File: config.mk
export PLATFORM = sky130hd
export DESIGN_NAME = coletor_medidas
export DESIGN_NICKNAME = d
export VERILOG_FILES = /design/src/rtl/coletor_pkg.sv /design/src/rtl/contador_limite.sv /design/src/rtl/coletor_medidas.sv
export SDC_FILE = /design/constraint.sdc
export NUM_CORES = 1
export LEC_CHECK = 0
export CORE_UTILIZATION = 55
export CTS_BUF_LIST = sky130_fd_sc_hd__clkbuf_4 sky130_fd_sc_hd__clkbuf_8 sky130_fd_sc_hd__clkbuf_16
export DETAILED_ROUTE_END_ITERATION = 10
export PLACE_DENSITY_LB_ADDON = 0.1
export SLEW_MARGIN = 20
export SYNTH_ARGS = -nofsm -noshare
export SYNTH_HDL_FRONTEND = slang
export SYNTH_SLANG_ARGS = --single-unit
File: constraint.sdc
create_clock -name clock -period 3.47 [get_ports clock]
set_input_delay 0.5205 -clock clock [delete_from_list [all_inputs] [get_ports clock]]
set_output_delay 0.5205 -clock clock [all_outputs]
set_load 0.01 [all_outputs]
File: src/rtl/coletor_pkg.sv
// Shared types for the measurement collector: FSM state encoding, classifier codes
// and the three-sample bundle with its ascending sort helper.
package coletor_pkg;

  localparam int MEDIDA_W = 12;

  typedef enum logic [3:0] {
    ST_OCIOSO         = 4'd0,
    ST_DISPARA        = 4'd1,
    ST_ESPERA_MEDIDA  = 4'd2,
    ST_ARMAZENA       = 4'd3,
    ST_INTERVALO      = 4'd4,
    ST_ZERA_CLASSIF   = 4'd5,
    ST_INICIA_CLASSIF = 4'd6,
    ST_ESPERA_CLASSIF = 4'd7,
    ST_AVALIA         = 4'd8,
    ST_PRONTO         = 4'd9,
    ST_ERRO           = 4'd10,
    ST_ORDENA         = 4'd11
  } estado_t;

  typedef enum logic [2:0] {
    BAIXO      = 3'b001,
    ALTO       = 3'b010,
    MUITO_ALTO = 3'b011,
    NORMAL     = 3'b100
  } classif_t;

  typedef struct packed {
    logic [MEDIDA_W-1:0] m1;
    logic [MEDIDA_W-1:0] m2;
    logic [MEDIDA_W-1:0] m3;
  } trio_t;

  // Three compare-exchange steps give a full ascending sort of three values.
  function automatic trio_t ordena3(input trio_t t);
    trio_t s;
    logic [MEDIDA_W-1:0] tmp;
    s = t;
    if (s.m1 > s.m2) begin tmp = s.m1; s.m1 = s.m2; s.m2 = tmp; end
    if (s.m2 > s.m3) begin tmp = s.m2; s.m2 = s.m3; s.m3 = tmp; end
    if (s.m1 > s.m2) begin tmp = s.m1; s.m1 = s.m2; s.m2 = tmp; end
    return s;
  endfunction

endpackage

File: src/rtl/contador_limite.sv
// Saturating up-counter with synchronous clear and enable; o_fim flags LIMITE-1.
module contador_limite #(
  parameter int LIMITE = 4
) (
  input  logic clock,
  input  logic zera_n,
  input  logic i_limpa,
  input  logic i_habilita,
  output logic o_fim
);

  localparam int W = (LIMITE > 1) ? $clog2(LIMITE) : 1;
  localparam logic [W-1:0] FINAL = W'(LIMITE - 1);

  logic [W-1:0] r_conta;

  always_ff @(posedge clock) begin
    if (!zera_n || i_limpa)
      r_conta <= '0;
    else if (i_habilita && (r_conta != FINAL))
      r_conta <= r_conta + 1'b1;
  end

  assign o_fim = (r_conta == FINAL);

endmodule

File: src/rtl/coletor_medidas.sv
// Acquisition sequencer: three spaced sensor readings, classifier run, bounded retries.
// Optional COLETOR_MEDIANA_EN adds an ORDENA state that sorts the samples ascending.
module coletor_medidas
  import coletor_pkg::*;
#(
  parameter int INTERVALO      = 50000,
  parameter int TIMEOUT        = 2000000,
  parameter int MAX_TENTATIVAS = 3
) (
  input  logic                clock,
  input  logic                zera_n,
  input  logic                medir,
  input  logic                pronto_sensor,
  input  logic [MEDIDA_W-1:0] medida_sensor,
  input  logic                fim_classificacao,
  input  logic                descartar_medida,
  input  logic [MEDIDA_W-1:0] media,
  input  logic [2:0]          medida_classificacao,
  output logic                trigger,
  output logic [MEDIDA_W-1:0] medida1,
  output logic [MEDIDA_W-1:0] medida2,
  output logic [MEDIDA_W-1:0] medida3,
  output logic                zera_classificador,
  output logic                iniciar,
  output logic                pronto,
  output logic                descartada,
  output logic                erro_timeout,
  output logic [2:0]          tentativas,
  output logic [MEDIDA_W-1:0] media_final,
  output logic [2:0]          classificacao_final
);

`ifdef COLETOR_MEDIANA_EN
  localparam estado_t ST_POS_AMOSTRAS = ST_ORDENA;
`else
  localparam estado_t ST_POS_AMOSTRAS = ST_ZERA_CLASSIF;
`endif

  estado_t             r_estado, w_prox;
  trio_t               r_amostras;
  logic [1:0]          r_indice;
  logic [2:0]          r_tent;
  logic [MEDIDA_W-1:0] r_media_f;
  logic [2:0]          r_classif_f;
  logic                r_pronto, r_descartada, r_erro;
  logic                r_trigger, r_zera, r_iniciar;
  logic                w_fim_int, w_fim_to, w_inicio, w_repete;
  logic                w_prox_trigger, w_prox_zera, w_prox_iniciar;

  contador_limite #(.LIMITE(INTERVALO)) u_cnt_intervalo (
    .clock      (clock),
    .zera_n     (zera_n),
    .i_limpa    (r_estado != ST_INTERVALO),
    .i_habilita (1'b1),
    .o_fim      (w_fim_int)
  );

  contador_limite #(.LIMITE(TIMEOUT)) u_cnt_timeout (
    .clock      (clock),
    .zera_n     (zera_n),
    .i_limpa    (r_estado != ST_ESPERA_MEDIDA),
    .i_habilita (1'b1),
    .o_fim      (w_fim_to)
  );

  assign w_inicio = medir && ((r_estado == ST_OCIOSO) || (r_estado == ST_PRONTO) ||
                              (r_estado == ST_ERRO));
  assign w_repete = descartar_medida && (r_tent < 3'(MAX_TENTATIVAS));

  always_ff @(posedge clock) begin
    if (!zera_n) r_estado <= ST_OCIOSO;
    else         r_estado <= w_prox;
  end

  always_comb begin
    w_prox = r_estado;
    unique case (r_estado)
      ST_OCIOSO, ST_PRONTO, ST_ERRO: if (medir) w_prox = ST_DISPARA;
      ST_DISPARA:        w_prox = ST_ESPERA_MEDIDA;
      // A sensor answer on the last timeout cycle still counts as a sample.
      ST_ESPERA_MEDIDA:  if (pronto_sensor) w_prox = ST_ARMAZENA;
                         else if (w_fim_to) w_prox = ST_ERRO;
      ST_ARMAZENA:       w_prox = (r_indice == 2'd2) ? ST_POS_AMOSTRAS : ST_INTERVALO;
      ST_INTERVALO:      if (w_fim_int) w_prox = ST_DISPARA;
`ifdef COLETOR_MEDIANA_EN
      ST_ORDENA:         w_prox = ST_ZERA_CLASSIF;
`endif
      ST_ZERA_CLASSIF:   w_prox = ST_INICIA_CLASSIF;
      ST_INICIA_CLASSIF: w_prox = ST_ESPERA_CLASSIF;
      ST_ESPERA_CLASSIF: if (fim_classificacao) w_prox = ST_AVALIA;
      ST_AVALIA:         w_prox = w_repete ? ST_INTERVALO : ST_PRONTO;
      default:           w_prox = ST_OCIOSO;
    endcase
  end

  // Pulses are registered from the next state so they coincide with state residency.
  always_comb begin
    w_prox_trigger = (w_prox == ST_DISPARA);
    w_prox_zera    = (w_prox == ST_ZERA_CLASSIF);
    w_prox_iniciar = (w_prox == ST_INICIA_CLASSIF);
  end

  always_ff @(posedge clock) begin
    if (!zera_n) begin
      r_trigger    <= 1'b0;
      r_zera       <= 1'b0;
      r_iniciar    <= 1'b0;
      r_amostras   <= '0;
      r_indice     <= '0;
      r_tent       <= '0;
      r_media_f    <= '0;
      r_classif_f  <= '0;
      r_pronto     <= 1'b0;
      r_descartada <= 1'b0;
      r_erro       <= 1'b0;
    end else begin
      r_trigger <= w_prox_trigger;
      r_zera    <= w_prox_zera;
      r_iniciar <= w_prox_iniciar;
      if (w_inicio) begin
        r_tent       <= 3'd1;
        r_indice     <= '0;
        r_pronto     <= 1'b0;
        r_descartada <= 1'b0;
        r_erro       <= 1'b0;
      end
      if ((r_estado == ST_ESPERA_MEDIDA) && pronto_sensor) begin
        unique case (r_indice)
          2'd0:    r_amostras.m1 <= medida_sensor;
          2'd1:    r_amostras.m2 <= medida_sensor;
          default: r_amostras.m3 <= medida_sensor;
        endcase
      end
      if ((r_estado == ST_ESPERA_MEDIDA) && (w_prox == ST_ERRO))
        r_erro <= 1'b1;
      if ((r_estado == ST_ARMAZENA) && (r_indice != 2'd2))
        r_indice <= r_indice + 2'd1;
`ifdef COLETOR_MEDIANA_EN
      if (r_estado == ST_ORDENA)
        r_amostras <= ordena3(r_amostras);
`endif
      if (r_estado == ST_AVALIA) begin
        if (w_repete) begin
          r_tent   <= r_tent + 3'd1;
          r_indice <= '0;
        end else begin
          r_media_f    <= media;
          r_classif_f  <= medida_classificacao;
          r_descartada <= descartar_medida;
          r_pronto     <= 1'b1;
        end
      end
    end
  end

  assign trigger             = r_trigger;
  assign zera_classificador  = r_zera;
  assign iniciar             = r_iniciar;
  assign medida1             = r_amostras.m1;
  assign medida2             = r_amostras.m2;
  assign medida3             = r_amostras.m3;
  assign pronto              = r_pronto;
  assign descartada          = r_descartada;
  assign erro_timeout        = r_erro;
  assign tentativas          = r_tent;
  assign media_final         = r_media_f;
  assign classificacao_final = r_classif_f;

endmodule

==> key figures, run 1 <==
Worst setup path
  – Bufs and invs on worst path: 0
  – Crit path max-delay family: simple AND/OR/NAND/NOR gates
  – Most used cell, CP: nor2b_1
  – R2R depth: 5
  – CP required: roughly 3700 ps
  – Crit Path Class: flip-flop to flip-flop
  – CP endpoint kind: flip-flop
  – Cells along the critical path: nor2b_1 > and2_1 > nand3_1 > mux2i_1 > nor2b_1
  – Levels on crit path: 5
  – CP startpoint kind: flip-flop
  – CP max-delay cell: nand3_1
  – Crit-path max FO: 13
  – Worst EP arrival: 2520 ps
  – Critical Path Max Stage Delay: 680 ps

Placed design
  – DP HPWL: 6.54 mm
  – Placer Congestion: roughly 0.84
  – Port Buffers: 92
  – Cell Area, Placed: between 5000 and 6000 um^2

Synthesis
  – Mapped Area: 4440 um^2
  – Yosys warning count: 0
  – Syn Nets: 519
  – Fraction of registers with async set/reset: 0%
  – Mapped Cells: 480
  – #FFs+latches synth: 103
  – Seq/Total Area, Yosys: 46.4%
  – Number of synthesized flops with an enable pin: 0
  – Top FF cell, synth: dfxtp_1
  – Avg Inst Size Synth: 9.25 um^2
  – Number of distinct library cells after synthesis: 46

Power
  – P_leak: 2.11 nW
  – Max IR drop VDD: 0.217 mV
  – Pwr Total: 0.00201 W
  – PwrDens: 360 nW/um^2

STA
  – Worst rel slew slack: 38.7%
  – Fmax achieved: 0.439 GHz
  – WHS: 464 ps
  – Final setup TNS: 0 ps
  – Fin crit share: around two thirds
  – Final setup violation count: 0
  – Final Hold Viols: 0
  – Worst-margin pin slew: 917 ps
  – Min cycle time layout: 2280 ps
  – Fin. max-slew vios: 0
  – RSZ-0062 raised after global routing: no
  – Clock skew: 8.59 ps

Final layout
  – P&R area growth vs syn: 25.6%
  – Layout cell share with drive strength beyond 1: roughly 5%
  – Commonest cells after routing, fill and taps aside: dfxtp_1, clkdlybuf4s50_1, nand2_1, nor2_1, nor2b_1
  – Total Nets Final: 602
  – Most common cell after layout, fill and taps aside: dfxtp_1
  – Final core utilization: 71.8%
  – Final Cell Area: 5580 um^2
  – ANT cells: 0

Clock tree
  – Setup bufs post-CTS: 0
  – CTS root buf: clkbuf_8
  – Longest Clk Path Bufs: 2
  – CTS clk-pin slew, worst paths: 90 ps
  – CTS tree: done
  – Resized cells post-CTS: 0
  – CTS buffer count: 9
  – CTS Hold Bufs: 0
  – Worst-Skew Late Latency: about 350 ps
  – H-tree depth: 3
  – Clock Sinks: approximately 100

Routing
  – DR WL/cell: 13.7 um
  – # DRC: 0
  – ANT nets after route: 0
  – Routed WL: 9.19 mm
  – Vias: around 3500
  – Vias per cell: 5.29
  – First drt pass iteration count: 4
  – DRT iter0 DRCs: 182

Die
  – Rows: 32
  – Die width: 91.9 um
  – Vert. Die Dim: approximately 92 um
  – Core ar.: 7770 um^2
  – Initial core utilization: between 50 and 60%
  – Die ar.: 8440 um^2
  – # IOs: 93

GRT
  – Vias in the first global route: 3372
  – Initial antenna violation count: 0
  – Largest net degree at the start of global routing: 38
  – GRT Total Usage: 22.6%
  – First-pass GRT wire length: 15.4 mm
  – Final global-route overflow total: 0

Status
  – Outcome: finished, final reports clean

Flow run
  – Max cap viols: 0

Min path
  – Hold Crit Depth: 2
  – Min-Delay Path Class: flip-flop to flip-flop
[cells by family after synthesis]
logic type	count (synthesis)	synth area share [%]
flops	103	46.4
compound gates	54	7.72
fa+ha+maj	6	1.69
simple gates	221	26.9
xor+xnor	33	6.51
mux	37	8.34
buf+inv	26	2.42
[per-stage QoR]
step                      std cells  setup slack [ps]
after CTS                       669              1230
after global placement          654              1200
after global routing            669              1030
after detailed placement        654              1130
final                           669              1190
after floorplan                 480              1750
[flip-flops by register name, summed over array words and instances (netlist names), 2 cells and up]
| name | cells |
|---|---|
| u_cnt_timeout.r_conta | 21 |
| u_cnt_intervalo.r_conta | 16 |
| media_final | 12 |
| medida1 | 12 |
| medida2 | 12 |
| medida3 | 12 |
| r_estado | 4 |
| classificacao_final | 3 |
| tentativas | 3 |
| r_indice | 2 |
[report_power, final]
part | leakage [nW] | switching (W) | internal, W | total [W]
Clock | 0.0867 | 0.000376 | 0.000282 | 0.000658
Sequential | 0.831 | 0.0000158 | 0.00119 | 0.00121
Combinational | 1.19 | 0.0000623 | 0.0000776 | 0.000140
Total | 2.11 | 0.000454 | 0.00155 | 0.00201
[Yosys cell counts (4+ instances only)]
cell	count	share of area, %
a21boi_0	17	2.9
a21oi_1	16	1.8
and2_1	5	0.70
and3_1	8	1.1
buf_2	5	0.56
clkbuf_1	16	1.4
dfxtp_1	103	46
ha_1	6	1.7
inv_1	4	0.34
mux2i_1	37	8.3
nand2_1	55	4.6
nand3_1	25	2.8
nand4_1	6	0.85
nor2_1	43	3.6
nor2b_1	43	6.1
nor3_1	6	0.68
o21ai_0	9	1.0
or3_1	4	0.56
xnor2_1	18	3.6
xor2_1	15	3.0
[worst min-delay path, stage by stage (launching register included)]
cell      delay (ps)
dfxtp_1          310
nand2_1           40
a21boi_0          60
[routing by layer]
layer	routed length, um	GRT usage [%]	share of wire, %	vias to the layer above
li1	-	-	-	1804
met2	4550	39.2	49	62
met1	4220	28.4	46	1668
met4	80	8.59	0.87	0
met3	338	3.15	3.7	6
met5	0	0	0	-
[cell type report]
cell class                 count  area (um^2)
fill                         636         2190
multi-input combinational    351         2270
timing repair buffer          94          936
clock buffer                  12          146
tap                          102          128
clock inverter                 3         21.3
inverter                       4         15.0
sequential                   103         2060
[path summary, 6_finish.rpt]
path	from	end	slack [ps]
max	r_estado[1]	medida1[7]	1190
min	media_final[11]	media_final[11]	460
max reg2reg	r_estado[1]	medida1[7]	1190
min reg2reg	media_final[11]	media_final[11]	460
No activity file was read; power rests on OpenSTA's default activity.
==> run 2, diff against run 1 <==
CORE_UTILIZATION = 51   (was 55)
clock period = 2.3 ns   (was 3.47 ns; I/O delays follow)
==> key figures, run 2 (same netlist as run 1, synthesis figures left out) <==
GRT
  – Final global-route overflow total: 0
  – Initial antenna violation count: 0
  – Largest net degree at the start of global routing: 37
  – Met2 Resource Use GR: 36.9%
  – Met3 Track Usage GR: 5.26%
  – First-pass GRT wire length: 14.9 mm
  – Most used routing layer: met2
  – Vias in the first global route: 3289
  – M1 GR Usage: between 20% and 30%
  – GRT Total Usage: 21.2%

Clock tree
  – Worst-Skew Late Latency: 370 ps
  – CTS clk-pin slew, worst paths: 100 ps
  – H-tree depth: 3
  – CTS tree: done
  – CTS Hold Bufs: 0
  – CTS buffer count: 9
  – Resized cells post-CTS: 0
  – Setup bufs post-CTS: 0
  – Clock Sinks: 103
  – Longest Clk Path Bufs: 2
  – CTS root buf: clkbuf_8

Routing
  – DRT iter0 DRCs: 104
  – First drt pass iteration count: 4
  – # DRC: 0
  – Routed WL: just over 9 mm
  – Vias: ~3500
  – Vias per cell: 5.21
  – ANT nets after route: 0
  – DR WL/cell: 13.4 um

Worst setup path
  – Crit-path max FO: 14
  – Crit Path Class: flip-flop to flip-flop
  – CP required: 2570 ps
  – CP startpoint kind: flip-flop
  – Worst EP arrival: approximately 2200 ps
  – CP endpoint kind: flip-flop

Die
  – Vert. Die Dim: 95.3 um
  – # IOs: 93
  – Die width: approximately 95 um
  – Core ar.: 8340 um^2
  – Die ar.: 9080 um^2
  – Rows: 33
  – Initial core utilization: 53.2%

Power
  – PwrDens: 545 nW/um^2
  – Clock power frac: between 30% and 40%
  – Int Pwr: 0.00233 W
  – Combinational power share: 7.0%
  – P_sw: 0.000753 W
  – Max IR drop VDD: 0.361 mV
  – P_leak: 2.15 nW
  – Sequential share of power: 59.2%
  – Switch share: 24.4%

Final layout
  – Max reg flops: 21
  – Total Nets Final: 610
  – ANT cells: 0
  – Commonest cells after routing, fill and taps aside: dfxtp_1, clkdlybuf4s50_1, nand2_1, nor2_1, nor2b_1
  – Top reg by flops: u_cnt_timeout.r_conta
  – Top Registers: u_cnt_timeout.r_conta: 21 flops, u_cnt_intervalo.r_conta: 16 flops
  – Most common cell after layout, fill and taps aside: dfxtp_1
  – P&R area growth vs syn: 27.3%
  – Layout cell share with drive strength beyond 1: 6.42%
  – Final Non-Filler Cells: ~700

Status
  – Outcome: finished, final reports clean

STA
  – Fmax achieved: 0.509 GHz
  – Fin. max-slew vios: 0
  – Min cycle time layout: between 1500 and 2000 ps
  – Worst rel slew slack: 62.2%
  – Worst-margin pin slew: 561 ps
  – Final setup TNS: 0 ps
  – RSZ-0062 raised after global routing: no
  – Final Hold Viols: 0
  – Final setup violation count: 0
  – Fin crit share: 85.5%
  – Clock skew: 13.4 ps

Placed design
  – # placed instances: 665
  – DP HPWL: 6.52 mm
  – Port Buffers: 92
  – Placer Congestion: 0.904

Flow run
  – Max cap viols: 0

Min path
  – Min-Delay Path Class: flip-flop to flip-flop
## run 2: final timing paths
kind / start / to / slack (ps) / cells after the start
worst min-delay path: media_final[0] / media_final[0] / 460 / 2
worst min register to register: media_final[0] / media_final[0] / 460 / 2
worst max-delay path: r_estado[3] / trigger / 330 / 4
worst max register to register: r_estado[3] / trigger / 330 / 4
## run 2: final cells by class
class	instances	area, um^2
inverters	4	15.0
multi-input cells	351	2270
well taps	105	131
flip-flops and latches	103	2060
clock inverters	7	55.1
repair buffers	102	996
clock buffers	9	124
fillers	710	2690
## run 2: stage by stage
stage	utilization, %	setup WS (ps)	instance area [um^2]	hold WS [ps]	power, W
CTS	67.8	344	5650	468	0.00312
finish	67.8	335	5650	464	0.00308
detailed placement	65.6	307	5480	455	0.00208
global placement	65.6	303	5480	449	0.00208
global route	67.8	244	5650	489	0.00322
floorplan	-	585	4440	458	0.00196
## run 2: power groups by stage
stage	Combinational, W	Clock, W	Sequential (W)
2_1_floorplan	0.000105	0	0.00186
3_5_place_dp	0.000216	0	0.00186
3_3_place_gp	0.000212	0	0.00186
4_1_cts	0.000217	0.00107	0.00182
6_report	0.000216	0.00104	0.00182
5_1_grt	0.000234	0.00116	0.00183
## run 2: critical path: stages (launching register included)
cell and delay [ps]:
dfxtp_1 560, or4b_4 570, or2_0 350, and3_1 210, and4_1 190
## run 2: per-layer routing
layer,up-vias,part of all wire (%)
met5,-,0
met3,9,5.0
met1,1649,45
met4,0,1.3
li1,1824,-
met2,67,48
==> run 3, diff against run 2 <==
CORE_UTILIZATION = 35   (was 51)
CTS_CLUSTER_SIZE = 16   (was unset)
==> key figures, run 3 (same netlist as run 1, synthesis figures left out) <==
Status
  – Outcome: finished, final reports clean

Flow run
  – Max cap viols: 0

GRT
  – GRT Total Usage: between 15 and 20%
  – Largest net degree at the start of global routing: 39
  – Vias in the first global route: roughly 3400
  – Final global-route overflow total: 0
  – First-pass GRT wire length: 16.2 mm
  – Initial antenna violation count: 0

Clock tree
  – H-tree depth: 3
  – Longest Clk Path Bufs: 2
  – CTS Hold Bufs: 0
  – Worst-Skew Late Latency: 350 ps
  – CTS clk-pin slew, worst paths: 70 ps
  – CTS buffer count: 9
  – Clock Sinks: 103
  – CTS tree: done
  – CTS root buf: clkbuf_16
  – Resized cells post-CTS: 0
  – Setup bufs post-CTS: 0

Placed design
  – Port Buffers: 92
  – DP HPWL: between 6 and 7 mm
  – Placer Congestion: roughly 0.76

Final layout
  – Max reg flops: 21
  – Layout cell share with drive strength beyond 1: 6.92%
  – Most common cell after layout, fill and taps aside: dfxtp_1
  – Top Registers: u_cnt_timeout.r_conta: 21 flops, u_cnt_intervalo.r_conta: 16 flops
  – P&R area growth vs syn: 32.1%
  – Total Nets Final: between 600 and 700
  – Commonest cells after routing, fill and taps aside: dfxtp_1, clkdlybuf4s50_1, nand2_1, nor2_1, nor2b_1
  – ANT cells: 0
  – Top reg by flops: u_cnt_timeout.r_conta

Routing
  – Vias: 3534
  – Vias per cell: between 4 and 5
  – First drt pass iteration count: 4
  – DR WL/cell: 13.2 um
  – # DRC: 0
  – ANT nets after route: 0
  – DRT iter0 DRCs: 158
  – Routed WL: 9.83 mm

Worst setup path
  – CP endpoint kind: flip-flop
  – Worst EP arrival: 2220 ps
  – Crit Path Class: flip-flop to flip-flop
  – CP required: 2540 ps
  – Crit-path max FO: 14
  – CP startpoint kind: flip-flop

STA
  – Final Hold Viols: 0
  – Fin. max-slew vios: 0
  – Fmax achieved: 0.504 GHz
  – Worst-margin pin slew: roughly 700 ps
  – Min cycle time layout: 1990 ps
  – Final setup violation count: 0
  – RSZ-0062 raised after global routing: no
  – Clock skew: 7.77 ps
  – Final setup TNS: 0 ps
  – WHS: roughly 300 ps
  – Fin crit share: 86.3%
  – Worst rel slew slack: 53.2%

Die
  – Die ar.: 13100 um^2
  – Core ar.: 12200 um^2
  – Vert. Die Dim: 115 um
  – Rows: 40
  – # IOs: 93
  – Initial core utilization: 36.4%
  – Die width: 115 um

Power
  – PwrDens: just over 600 nW/um^2
  – P_leak: 2.22 nW
  – Max IR drop VDD: 0.420 mV

Min path
  – Min-Delay Path Class: input port to flip-flop
[run 3: report_power, final]
| part | internal [W] | total (W) | switching, W |
|---|---|---|---|
| Clock | 0.000885 | 0.00153 | 0.000648 |
| Sequential | 0.00180 | 0.00181 | 0.0000132 |
| Combinational | 0.000124 | 0.000234 | 0.000110 |
[run 3: critical path, cell delays in order (launching register included)]
cell	delay (ps)
dfxtp_1	570
or4b_4	560
or2_0	350
and3_1	210
and4_1	200
[run 3: final timing paths]
path / from / endpoint / slack, ps / cells after the start
worst max-delay path: r_estado[3] / trigger / 310 / 4
worst min-delay path: zera_n / r_estado[2] / 310 / 3
worst max register to register: r_estado[3] / trigger / 310 / 4
worst min register to register: media_final[7] / media_final[7] / 460 / 2
[run 3: area by class of cell]
cell class | instances | area [um^2]
clock buffer | 11 | 246
clock inverter | 5 | 57.6
fill | 1221 | 6340
inverter | 4 | 15.0
multi-input combinational | 351 | 2270
sequential | 103 | 2060
tap | 168 | 210
timing repair buffer | 104 | 1010
[run 3: through the flow]
stage               area (um^2)  power [W]  setup slack [ps]  std cells  utilization (%)
floorplan                  4440    0.00196               585        480                -
global placement           5560    0.00209               270        730             45.6
detailed placement         5560    0.00209               269        730             45.6
CTS                        5870    0.00364               320        746             48.1
global route               5870    0.00375               149        746             48.1
finish                     5870    0.00358               315        746             48.1
[run 3: metal layers]
metal	GRT usage, %	vias to the layer above	wire (um)
li1	-	1822	-
met1	19.8	1625	4650
met2	25.4	78	4520
met3	5.35	9	567
met4	4.94	0	95
met5	0	-	0
